## src/rtl/ddr_cmd_ctrl.sv

```systemverilog
// ddr_cmd_ctrl: single-outstanding-request DDR command sequencer with per-bank
// open-row tracking and a free-running all-bank refresh scheduler.
// Commands and DQ controls are decoded from registered state, so every output
// is glitch-free and settles to NOP/idle on the edge after reset.
// The wait counters assume tRP, tRCD, tWR, tRFC >= 2 and CL >= 1.
module ddr_cmd_ctrl #(
    parameter int unsigned ROW_WIDTH  = 16,
    parameter int unsigned COL_WIDTH  = 10,
    parameter int unsigned BANK_WIDTH = 3,
    parameter int unsigned DATA_WIDTH = 64,
    parameter int unsigned MASK_WIDTH = 8,
    parameter int unsigned tRCD       = 4,
    parameter int unsigned tRP        = 4,
    parameter int unsigned tWR        = 4,
    parameter int unsigned CL         = 3,
    parameter int unsigned tREFI      = 780,
    parameter int unsigned tRFC       = 10
) (
    input  logic                                      clk,
    input  logic                                      reset,
    input  logic                                      req_valid,
    output logic                                      req_ready,
    input  logic                                      req_we,
    input  logic [BANK_WIDTH+ROW_WIDTH+COL_WIDTH-1:0] req_addr,
    input  logic [DATA_WIDTH-1:0]                     req_wdata,
    input  logic [MASK_WIDTH-1:0]                     req_wmask,
    output logic                                      rd_valid,
    output logic [DATA_WIDTH-1:0]                     rd_data,
    output logic                                      cs_n,
    output logic                                      ras_n,
    output logic                                      cas_n,
    output logic                                      we_n,
    output logic [BANK_WIDTH-1:0]                     ba,
    output logic [ROW_WIDTH-1:0]                      addr,
    output logic [DATA_WIDTH-1:0]                     dq_o,
    output logic                                      dq_oe,
    input  logic [DATA_WIDTH-1:0]                     dq_i,
    output logic [MASK_WIDTH-1:0]                     dm
);

    localparam int unsigned AddrW    = BANK_WIDTH + ROW_WIDTH + COL_WIDTH;
    localparam int unsigned NumBanks = 1 << BANK_WIDTH;
    localparam int unsigned CntW     = 16;
    localparam int unsigned RefW     = $clog2(tREFI);

    // {cs_n, ras_n, cas_n, we_n}
    localparam logic [3:0] CmdNop   = 4'b0111;
    localparam logic [3:0] CmdAct   = 4'b0011;
    localparam logic [3:0] CmdRead  = 4'b0101;
    localparam logic [3:0] CmdWrite = 4'b0100;
    localparam logic [3:0] CmdPre   = 4'b0010;
    localparam logic [3:0] CmdRef   = 4'b0001;

    typedef enum logic [3:0] {
        StIdle, StPre, StPreWait, StAct, StActWait,
        StRdWr, StRdWait, StWrRecov, StRef, StRefWait
    } state_e;

    state_e                                state_q, state_d;
    logic [CntW-1:0]                       cnt_q, cnt_d;
    logic                                  ref_mode_q, ref_mode_d;
    logic [BANK_WIDTH-1:0]                 ref_bank_q, ref_bank_d;
    logic                                  req_we_q, req_we_d;
    logic [AddrW-1:0]                      req_addr_q, req_addr_d;
    logic [DATA_WIDTH-1:0]                 req_wdata_q, req_wdata_d;
    logic [MASK_WIDTH-1:0]                 req_wmask_q, req_wmask_d;
    logic [NumBanks-1:0]                   bank_open_q, bank_open_d;
    logic [NumBanks-1:0][ROW_WIDTH-1:0]    open_row_q, open_row_d;
    logic [RefW-1:0]                       ref_cnt_q, ref_cnt_d;
    logic                                  ref_pend_q, ref_pend_d;
    logic                                  wr_beat2_q, wr_beat2_d;
    logic                                  rd_valid_q, rd_valid_d;
    logic [DATA_WIDTH-1:0]                 rd_data_q, rd_data_d;

    logic [BANK_WIDTH-1:0] in_bank, req_bank, pre_bank, low_bank;
    logic [ROW_WIDTH-1:0]  in_row, req_row;
    logic [COL_WIDTH-1:0]  req_col;
    logic                  any_open, data_beat;
    logic [3:0]            cmd;

    assign in_bank  = req_addr[AddrW-1 -: BANK_WIDTH];
    assign in_row   = req_addr[COL_WIDTH +: ROW_WIDTH];
    assign req_bank = req_addr_q[AddrW-1 -: BANK_WIDTH];
    assign req_row  = req_addr_q[COL_WIDTH +: ROW_WIDTH];
    assign req_col  = req_addr_q[COL_WIDTH-1:0];
    // Refresh precharges walk the open banks; request precharges hit the request bank.
    assign pre_bank = ref_mode_q ? ref_bank_q : req_bank;

    // Lowest-numbered open bank, used to precharge banks in ascending order.
    always_comb begin
        any_open = 1'b0;
        low_bank = '0;
        for (int i = int'(NumBanks) - 1; i >= 0; i--) begin
            if (bank_open_q[i]) begin
                any_open = 1'b1;
                low_bank = BANK_WIDTH'(i);
            end
        end
    end

    // Free-running refresh interval counter; pending holds until REF is issued.
    always_comb begin
        ref_cnt_d  = ref_cnt_q + 1'b1;
        ref_pend_d = ref_pend_q;
        if (state_q == StRef) ref_pend_d = 1'b0;
        if (ref_cnt_q == RefW'(tREFI - 1)) begin
            ref_cnt_d  = '0;
            ref_pend_d = 1'b1;
        end
    end

    // Main sequencer: next state, request latch, bank table and read capture.
    always_comb begin
        state_d     = state_q;
        cnt_d       = cnt_q;
        ref_mode_d  = ref_mode_q;
        ref_bank_d  = ref_bank_q;
        req_we_d    = req_we_q;
        req_addr_d  = req_addr_q;
        req_wdata_d = req_wdata_q;
        req_wmask_d = req_wmask_q;
        bank_open_d = bank_open_q;
        open_row_d  = open_row_q;
        wr_beat2_d  = 1'b0;
        rd_valid_d  = 1'b0;
        rd_data_d   = rd_data_q;
        unique case (state_q)
            StIdle: begin
                if (ref_pend_q) begin
                    ref_mode_d = 1'b1;
                    if (any_open) begin
                        ref_bank_d = low_bank;
                        state_d    = StPre;
                    end else begin
                        state_d = StRef;
                    end
                end else if (req_valid) begin
                    ref_mode_d  = 1'b0;
                    req_we_d    = req_we;
                    req_addr_d  = req_addr;
                    req_wdata_d = req_wdata;
                    req_wmask_d = req_wmask;
                    if (!bank_open_q[in_bank]) state_d = StAct;
                    else if (open_row_q[in_bank] == in_row) state_d = StRdWr;
                    else state_d = StPre;
                end
            end
            StPre: begin
                bank_open_d[pre_bank] = 1'b0;
                cnt_d   = CntW'(tRP - 2);
                state_d = StPreWait;
            end
            StPreWait: begin
                if (cnt_q == '0) begin
                    if (!ref_mode_q) begin
                        state_d = StAct;
                    end else if (any_open) begin
                        ref_bank_d = low_bank;
                        state_d    = StPre;
                    end else begin
                        state_d = StRef;
                    end
                end else begin
                    cnt_d = cnt_q - 1'b1;
                end
            end
            StAct: begin
                bank_open_d[req_bank] = 1'b1;
                open_row_d[req_bank]  = req_row;
                cnt_d   = CntW'(tRCD - 2);
                state_d = StActWait;
            end
            StActWait: begin
                if (cnt_q == '0) state_d = StRdWr;
                else cnt_d = cnt_q - 1'b1;
            end
            StRdWr: begin
                if (req_we_q) begin
                    wr_beat2_d = 1'b1;
                    cnt_d      = CntW'(tWR - 2);
                    state_d    = StWrRecov;
                end else begin
                    cnt_d   = CntW'(CL - 1);
                    state_d = StRdWait;
                end
            end
            StRdWait: begin
                if (cnt_q == '0) begin
                    rd_valid_d = 1'b1;
                    rd_data_d  = dq_i;
                    state_d    = StIdle;
                end else begin
                    cnt_d = cnt_q - 1'b1;
                end
            end
            StWrRecov: begin
                if (cnt_q == '0) state_d = StIdle;
                else cnt_d = cnt_q - 1'b1;
            end
            StRef: begin
                cnt_d   = CntW'(tRFC - 2);
                state_d = StRefWait;
            end
            StRefWait: begin
                if (cnt_q == '0) begin
                    ref_mode_d = 1'b0;
                    state_d    = StIdle;
                end else begin
                    cnt_d = cnt_q - 1'b1;
                end
            end
            default: state_d = StIdle;
        endcase
    end

    // Command bus and DQ controls decoded from the current state.
    always_comb begin
        cmd  = CmdNop;
        ba   = '0;
        addr = '0;
        case (state_q)
            StPre: begin
                cmd = CmdPre;
                ba  = pre_bank;
            end
            StAct: begin
                cmd  = CmdAct;
                ba   = req_bank;
                addr = req_row;
            end
            StRdWr: begin
                cmd  = req_we_q ? CmdWrite : CmdRead;
                ba   = req_bank;
                addr = ROW_WIDTH'(req_col);
            end
            StRef: cmd = CmdRef;
            default: ;
        endcase
        // Write data is held for the WRITE cycle and the one after it.
        data_beat = ((state_q == StRdWr) && req_we_q) || wr_beat2_q;
        dq_oe     = data_beat;
        dq_o      = data_beat ? req_wdata_q : '0;
        dm        = data_beat ? ~req_wmask_q : '0;
        req_ready = (state_q == StIdle) && !ref_pend_q && !reset;
    end

    assign {cs_n, ras_n, cas_n, we_n} = cmd;
    assign rd_valid = rd_valid_q;
    assign rd_data  = rd_data_q;

    // State registers with synchronous reset.
    always_ff @(posedge clk) begin
        if (reset) begin
            state_q     <= StIdle;
            cnt_q       <= '0;
            ref_mode_q  <= 1'b0;
            ref_bank_q  <= '0;
            req_we_q    <= 1'b0;
            req_addr_q  <= '0;
            req_wdata_q <= '0;
            req_wmask_q <= '0;
            bank_open_q <= '0;
            open_row_q  <= '0;
            ref_cnt_q   <= '0;
            ref_pend_q  <= 1'b0;
            wr_beat2_q  <= 1'b0;
            rd_valid_q  <= 1'b0;
            rd_data_q   <= '0;
        end else begin
            state_q     <= state_d;
            cnt_q       <= cnt_d;
            ref_mode_q  <= ref_mode_d;
            ref_bank_q  <= ref_bank_d;
            req_we_q    <= req_we_d;
            req_addr_q  <= req_addr_d;
            req_wdata_q <= req_wdata_d;
            req_wmask_q <= req_wmask_d;
            bank_open_q <= bank_open_d;
            open_row_q  <= open_row_d;
            ref_cnt_q   <= ref_cnt_d;
            ref_pend_q  <= ref_pend_d;
            wr_beat2_q  <= wr_beat2_d;
            rd_valid_q  <= rd_valid_d;
            rd_data_q   <= rd_data_d;
        end
    end

endmodule

```

## config.mk

```make
export PLATFORM = sky130hd
export DESIGN_NAME = ddr_cmd_ctrl
export DESIGN_NICKNAME = d
export VERILOG_FILES = /design/src/rtl/ddr_cmd_ctrl.sv
export SDC_FILE = /design/constraint.sdc
export NUM_CORES = 1
export LEC_CHECK = 0
export BUFFER_PORTS_ARGS = -buffer_cell sky130_fd_sc_hd__buf_4
export CAP_MARGIN = 10
export CORE_AREA = 5 5 162 164
export CTS_BUF_LIST = sky130_fd_sc_hd__clkbuf_8
export DETAILED_ROUTE_END_ITERATION = 10
export DIE_AREA = 0 0 167 169
export MAX_ROUTING_LAYER = met4
export PLACE_DENSITY = 0.89
export SYNTH_ARGS = -nofsm -noshare
export SYNTH_HDL_FRONTEND = slang
export SYNTH_SLANG_ARGS = --single-unit
```

## constraint.sdc

```tcl
create_clock -name clk -period 3.9 [get_ports clk]
set_input_delay 0.78 -clock clk [delete_from_list [all_inputs] [get_ports clk]]
set_output_delay 0.78 -clock clk [all_outputs]
set_load 0.005 [all_outputs]
```

### Yosys cells after proc, flatten, opt, wreduce, memory -nomap -nowiden

Index checks and enable logic that the tools add are counted.

* add/subtract/negate cells: 2
* magnitude comparators: 5
* eq/ne operators: 19
* multiplexer cells: 61
* bitwise operators: 7
* reductions and logical operators: 28

Operators by type and width (number)
* 128-bit bitwise mux: 1
* 64-bit two-way mux: 1
* 16-bit binary-select mux with 3-bit select: 1
* 16-bit demux with 3-bit select: 1
* 16-bit two-way mux: 3
* 16-bit case mux with 3 select lines: 1
* 3-bit two-way mux: 15
* 16-bit case mux with 2 select lines: 1
* 4-bit case mux with 8 select lines: 1
* 4-bit two-way mux: 7
* 1-bit two-way mux: 20
* 16-bit equality test: 1
* 4-bit by 3-bit equality test with 1-bit output, second input constant: 4
* 16-bit logical NOT: 1
* 8-bit inverter: 2
* 8-bit case mux with 2 select lines: 1
* 16-bit by 1-bit subtractor with 16-bit output, second input constant: 1
* 3-bit by 4-bit < comparator with 1-bit output, second input constant: 3
* 2-bit inequality test, second input constant: 6
* 3-bit case mux with 2 select lines: 2
* 3-bit case mux with 4 select lines: 1
* 10-bit by 1-bit adder with 10-bit output, second input constant: 1
* 10-bit equality test, second input constant: 1
* 8-bit bitwise AND: 1
* 24 further kinds: 45

* register bits after elaboration: 339
* word-level logic and storage cells: 144

### Depth between registers and ports, before layout

Gate-level depths: netlist of the first run.

* depth after elaboration: 12
* gate-level depth with buffers: 10

### Worst setup path before layout of the first run

OpenSTA, ideal clock, no wires.

* path kind: flip-flop to output port
* start point: reg state_q[2]
* end point: out dq_o[10]
* arrival time: 1.691 ns
* slack: 1.429 ns
* cell stages (with the launch flop): 8
* buffers on the path: 3
* cells stage by stage: dfxtp_1 > clkbuf_2 > buf_2 > inv_1 > nor3_1 > a21oi_1 > clkbuf_1 > nor2b_1

* longest elaborated chain between the ends: 4

RTL lines
* from (decl): line 59 `state_e state_q, state_d;`
* from (signal assigned): line 254 `state_q <= StIdle;`
* from (signal assigned): line 270 `state_q <= state_d;`
* 4-bit by 3-bit equality test with 1-bit output: line 240 `data_beat = ((state_q == StRdWr) && req_we_q) || wr_beat2_q;`
* 1-bit logical AND: line 240
* 1-bit logical OR: line 240
* 64-bit two-way mux: line 242 `dq_o = data_beat ? req_wdata_q : '0;`
* to (decl): line 35 `output logic [DATA_WIDTH-1:0] dq_o,`

No other way between the ends.

### Final worst setup path of the first run

* start point: reg state_q[3]
* end point: out dq_o[48]

Same word-level chain as after synthesis.

==> metrics, run 1 <==
Tcrit/Tclk final 88.84%; Critical Path Sink Type output pin; Iter 0 DRT Violations 1516; Post-Syn Area 14550 um2; Setup crit start state_q[3]$_SDFFE_PP0P_; CP Class flop to output pin; Seq/Total Area, Yosys 46.65%; Placed Cells 2299; commonest non-fill, non-tap cell in the layout nand2_1; hold path cells 2; nets 2195; Die Span Y 169 um; Worst-Skew Late Latency 0.58 ns; post-synth top area cell dfxtp_1; Synth cell types 68; GRT Util Overall 30.54%; critical path endpoint dq_o[48]; vias in the first global route 12.96k; first-pass GRT wire length 68820 um; CTS tree built; DRC 0; Slew @ Worst Pin 1.177 ns; WL/cell 18.67 um; RR Endpoint req_addr_q[17]$_SDFFE_PP0P_; Hold Buf Count CTS 0; met2 GRT Util 50.74%; syn nets 1930; Post-synth EDFFs 0; FMAX 288.6 MHz; Port Buffer Count 329; GRT overflow 0; I/O pin total 331; Max rail drop VDD 0.0003401 V; dpl hpwl 30390 um; Worst Path Arrival 2.68 ns; Hold Vio Cnt, Final 0; relative slew slack 21.57%; non-filler cells, final 2386; core area 24750 um2; Crit Path Max Fanout 46; clock slew at reported path FFs 0.07 ns; Syn Inst Count 1758; die width 167 um; Routed Antenna Nets 0; async set-or-reset flop fraction in the synthesized netlist 0%; fillers 1770; initial antenna violation count 2; Critical Path RT 3.12 ns; #FFs+latches synth 339; static leakage 7.204 nW; post-CTS sizing 0; initial core utilization 58.78%; YS warnings 0; most frequent cells in the layout nand2_1, buf_4, dfxtp_1; TritonRoute pass-1 iters 9; FF-to-FF Start state_q[0]$_SDFFE_PP0P_; Slew Limit Fails 0; pin count of the biggest net entering global routing 211; Num CTS Buffers 52; vias per inst 5.731; Max Cap Viol 0; # H-tree levels 2; area grow syn2layout 23.75%; Post-Route Setup TNS 0 ns; final setup fails 0; Synth Area per Inst 8.274 um2; Routed Wire Length 44550 um; Die ar. 28220 um2; utilization after layout 72.74%; Clock Skew 0.03231 ns; CTS max path bufs 3; postcts setup bufs 0; R2R Setup Slk 0.95 ns; Critical Path Start Type flop; status finished clean; num rows 58; fin crit period 3.465 ns; power density cells 485.6 nW/um2; RSZ-0062 raised after global routing false; proportion of layout cells with a drive suffix above 1 22.69%; met1 Use GR 35.75%; largest cells by area after synthesis dfxtp_1, nand2_1, a21oi_1; met3 usage 5.838%; Root Driver clkbuf_8; GRT Max-Usage Layer met2; top cell type's share of synthesized area 46.65%; Synth Flop Type dfxtp_1; worst reg-to-reg path cell count 6; hold crit path type flop to flop; Sink Count 339; Routability Congestion 0.9084; DR vias 13.67k
## cell families (layout without fill, tap and decap cells)
family                     Yosys count  after routing  share of synthesized area, %
and+or+nand+nor                    775            775                         23.16
adders and majority gates            3              3                        0.2581
other                                1              3                       0.02578
AOI/OAI and AO/OA                  341            341                         13.28
DFF                                339            339                         46.65
xor gates and xnor gates            20             20                         1.204
muxes                              129            129                         10.45
buffers and inverters              150            446                         4.963
## final cells by class
cell class	count	area [um2]	area share (%)
multi-input combinational	1269	7093	39.40
sequential	339	6787	37.70
timing repair buffer	350	2673	14.85
clock buffer	66	908.4	5.046
tap	330	412.9	2.294
clock inverter	19	81.33	0.4518
inverter	11	41.29	0.2294
antenna	2	5.005	0.02780
## critical path: stages (launching register included)
cell      delay (ns)
dfxtp_1         0.56
nand2b_1        0.26
nor3_2          0.09
a21oi_4         0.64
buf_12          0.29
nor2b_1         0.09
buf_4           0.14
## power breakdown
| part | switching [mW] | internal [mW] | total [mW] | leakage [nW] |
|---|---|---|---|---|
| logic | 1.14 | 0.716 | 1.85 | 3.89 |
| registers | 0.330 | 3.74 | 4.07 | 2.75 |
| clock network | 1.32 | 1.50 | 2.82 | 0.569 |
## metrics by stage
stage	hold slack [ns]	power, mW	cell area [um2]	setup WS, ns
2_1_floorplan	0.4175	5.367	14550	1.429
3_3_place_gp	0.4276	5.881	17010	1.092
3_5_place_dp	0.4417	5.948	17010	1.006
4_1_cts	0.4228	8.739	18000	0.4248
5_1_grt	0.4245	9.165	18000	0.2612
6_report	0.4478	8.741	18000	0.4353
## state kept, by name (all words and copies together), names as in the netlist
name / count
open_row_q: 128
rd_data: 64
req_wdata_q: 64
req_addr_q: 29
cnt_q: 16
ref_cnt_q: 10
bank_open_q: 8
req_wmask_q: 8
state_q: 4
ref_bank_q: 3
rd_valid: 1
ref_mode_q: 1
ref_pend_q: 1
req_we_q: 1
wr_beat2_q: 1
## cell usage after synthesis (all sizes together), types with 4 or more instances
master,count
nor4,8
nand3,8
nand2b,6
nand4,6
o211ai,7
or3,6
xor2,8
o21ai,13
a211oi,8
or4,7
nand2,491
nor3,12
buf,61
clkbuf,78
or2,4
and3,15
a21oi,258
nor2b,69
inv,11
a22o,10
a22oi,19
mux2i,108
xnor2,12
dfxtp,339
mux4,18
o22a,4
nor2,131
## layer usage
metal  up-vias  share of wire (%)
met2       686                 49
met3       152                8.4
met4         0                4.9
li1       6425                  -
met1      6411                 38
met5         -                  0
## how the worst min path moves through the flow
stage                            startpoint                            to  slack, ns
3_5_place_dp   req_wdata_q[25]$_SDFFE_PP0P_  req_wdata_q[25]$_SDFFE_PP0P_       0.44
5_1_grt                         req_addr[8]    req_addr_q[8]$_SDFFE_PP0P_       0.42
4_1_cts                        req_wdata[5]   req_wdata_q[5]$_SDFFE_PP0P_       0.42
3_3_place_gp        ref_cnt_q[0]$_SDFF_PP0_       ref_cnt_q[0]$_SDFF_PP0_       0.43
6_report       req_wdata_q[11]$_SDFFE_PP0P_  req_wdata_q[11]$_SDFFE_PP0P_       0.45
2_1_floorplan       ref_cnt_q[0]$_SDFF_PP0_       ref_cnt_q[0]$_SDFF_PP0_       0.42
No activity file was read; power rests on OpenSTA's default activity.
==> run 2, diff against run 1 <==
--- a/config.mk
+++ b/config.mk
@@ -7,12 +7,12 @@
 export LEC_CHECK = 0
 export BUFFER_PORTS_ARGS = -buffer_cell sky130_fd_sc_hd__buf_4
 export CAP_MARGIN = 10
-export CORE_AREA = 5 5 162 164
+export CORE_AREA = 5 5 197 199
 export CTS_BUF_LIST = sky130_fd_sc_hd__clkbuf_8
 export DETAILED_ROUTE_END_ITERATION = 10
-export DIE_AREA = 0 0 167 169
+export DIE_AREA = 0 0 202 204
 export MAX_ROUTING_LAYER = met4
-export PLACE_DENSITY = 0.89
+export PLACE_DENSITY = 0.64
 export SYNTH_ARGS = -nofsm -noshare
 export SYNTH_HDL_FRONTEND = slang
 export SYNTH_SLANG_ARGS = --single-unit
==> run 2 against run 1 <==
Compared with the run above:
- die area grew 46%
- clock skew is 0.014 ns lower
- non-clock buffer count up 7
- critical endpoint is now dq_o[59]
- largest power group unchanged
==> metrics, run 2 (synthesized netlist as in run 1, its figures left out) <==
vias in the first global route 12.70k; clock group share of total power 34.6%; FF-to-FF Start state_q[0]$_SDFFE_PP0P_; die width 202 um; Die ar. 41210 um2; Slew Limit Fails 0; Post-Route Setup TNS 0 ns; proportion of layout cells with a drive suffix above 1 23.01%; GRT overflow 0; CTS max path bufs 3; crit-path cells inv_1 -> nor3_2 -> a21oi_4 -> buf_12 -> nor2b_1 -> buf_4; Routability Congestion 0.9057; Logic pwr share 20.9%; first-pass GRT wire length 70290 um; post-route setup slack 0.3890 ns; area grow syn2layout 26.43%; Max rail drop VDD 0.0002125 V; Hold Vio Cnt, Final 0; status finished clean; post-CTS sizing 0; DR WL met3 3020 um; DRC 0; Port Buffer Count 329; Critical Path Start Type flop; Max Cap Viol 0; most frequent cells in the layout nand2_1, buf_4, dfxtp_1; internal cell power 6.208 mW; Place WS 0.9445 ns; nets 2205; Largest Register open_row_q; Routed met2 length 22050 um; CP Class flop to output pin; GRT Util Overall 21.50%; switching pwr 2.876 mW; clock slew at reported path FFs 0.07 ns; R2R Setup Slk 0.98 ns; RR Endpoint open_row_q[15]$_SDFFE_PP0P_; Root Driver clkbuf_8; Setup crit start state_q[2]$_SDFFE_PP0P_; static leakage 7.335 nW; fillers 3539; utilization after layout 49.65%; core area 37040 um2; Crit Path Max Fanout 68; Die Span Y 204 um; initial core utilization 39.27%; hold path cells 3; final setup fails 0; initial antenna violation count 0; Tcrit/Tclk final 90.03%; Hold Buf Count CTS 0; CP max-delay cell dfxtp_1; pin count of the biggest net entering global routing 143; Worst Path Arrival 2.73 ns; commonest non-fill, non-tap cell in the layout nand2_1; TritonRoute pass-1 iters 5; num rows 71; worst reg-to-reg path cell count 6; Clock Skew 0.01842 ns; FMAX 284.8 MHz; postcts setup bufs 0; WL/cell 17.88 um; Sequential Power Share 44.5%; Net Sw Frac 31.66%; Iter 0 DRT Violations 910; Crit path buffers/inverters 3; worst-case hold path end point rd_data[4]$_SDFFE_PP0P_; power density cells 494.0 nW/um2; max FFs per register 128; I/O pin total 331; Worst-Skew Late Latency 0.61 ns; CTS tree built; Num CTS Buffers 55; Critical Path Sink Type output pin; crit-path max cell delay 0.73 ns; dpl hpwl 31620 um; Min-Delay Startpoint dq_i[4]; # H-tree levels 2; Sink Count 339; relative slew slack 34.98%; DRT met1 WL 18780 um; Top Layer Used met4; RSZ-0062 raised after global routing false; Slew @ Worst Pin 0.9724 ns; delay-heaviest family, CP flip-flops; Antenna diodes 0; Routed Wire Length 45540 um; vias per inst 5.161; Critical Path RT 3.12 ns; fin crit period 3.511 ns; Routed Antenna Nets 0; hold crit path type primary input to flop; DR vias 13.15k
-- run 2: metrics by stage --
stage                     instances  total power [mW]  area, um2  hold WS, ns
after detailed placement       2450             6.007      17260       0.4433
after CTS                      2547             9.156      18390       0.3776
final                          2547             9.085      18390       0.4187
after floorplan                1758             5.367      14550       0.4175
after global routing           2547             9.565      18390       0.3945
after global placement         2450             5.966      17260       0.4292
-- run 2: cell type report --
class	count	area, um2	area share (%)
multi-input combinational	1269	7093	38.57
sequential	339	6787	36.90
timing repair buffer	357	2750	14.95
clock buffer	70	963.4	5.238
tap	474	593.1	3.225
clock inverter	27	163.9	0.8912
inverter	11	41.29	0.2245
-- run 2: how the worst max path moves through the flow --
stage               cells past startpoint                    endpoint  slack, ns
finish                                  6                    dq_o[59]       0.39
global route                            6                    dq_o[58]       0.25
CTS                                     4                       ba[0]       0.42
detailed placement                      6  open_row_q[8]$_SDFFE_PP0P_       0.94
global placement                        6  open_row_q[8]$_SDFFE_PP0P_       0.98
floorplan                               7                    dq_o[10]       1.43
-- run 2: worst min-delay path, cell delays in order --
cell     delay, ns
buf_4         0.11
nand2_1       0.04
a21oi_1       0.05
-- run 2: layer usage --
metal  track usage [%]  up-vias
li1                  -     6448
met1             25.94     6157
met2             35.68      435
met3             4.364      106
met4             8.228        0
met5                 -        -
-- run 2: power by group through the flow --
stage	registers, mW	clock network (mW)	logic [mW]
4_1_cts	4.04	3.21	1.91
6_report	4.05	3.14	1.90
3_5_place_dp	4.11	0	1.90
3_3_place_gp	4.10	0	1.86
5_1_grt	4.09	3.39	2.09
2_1_floorplan	3.93	0	1.43
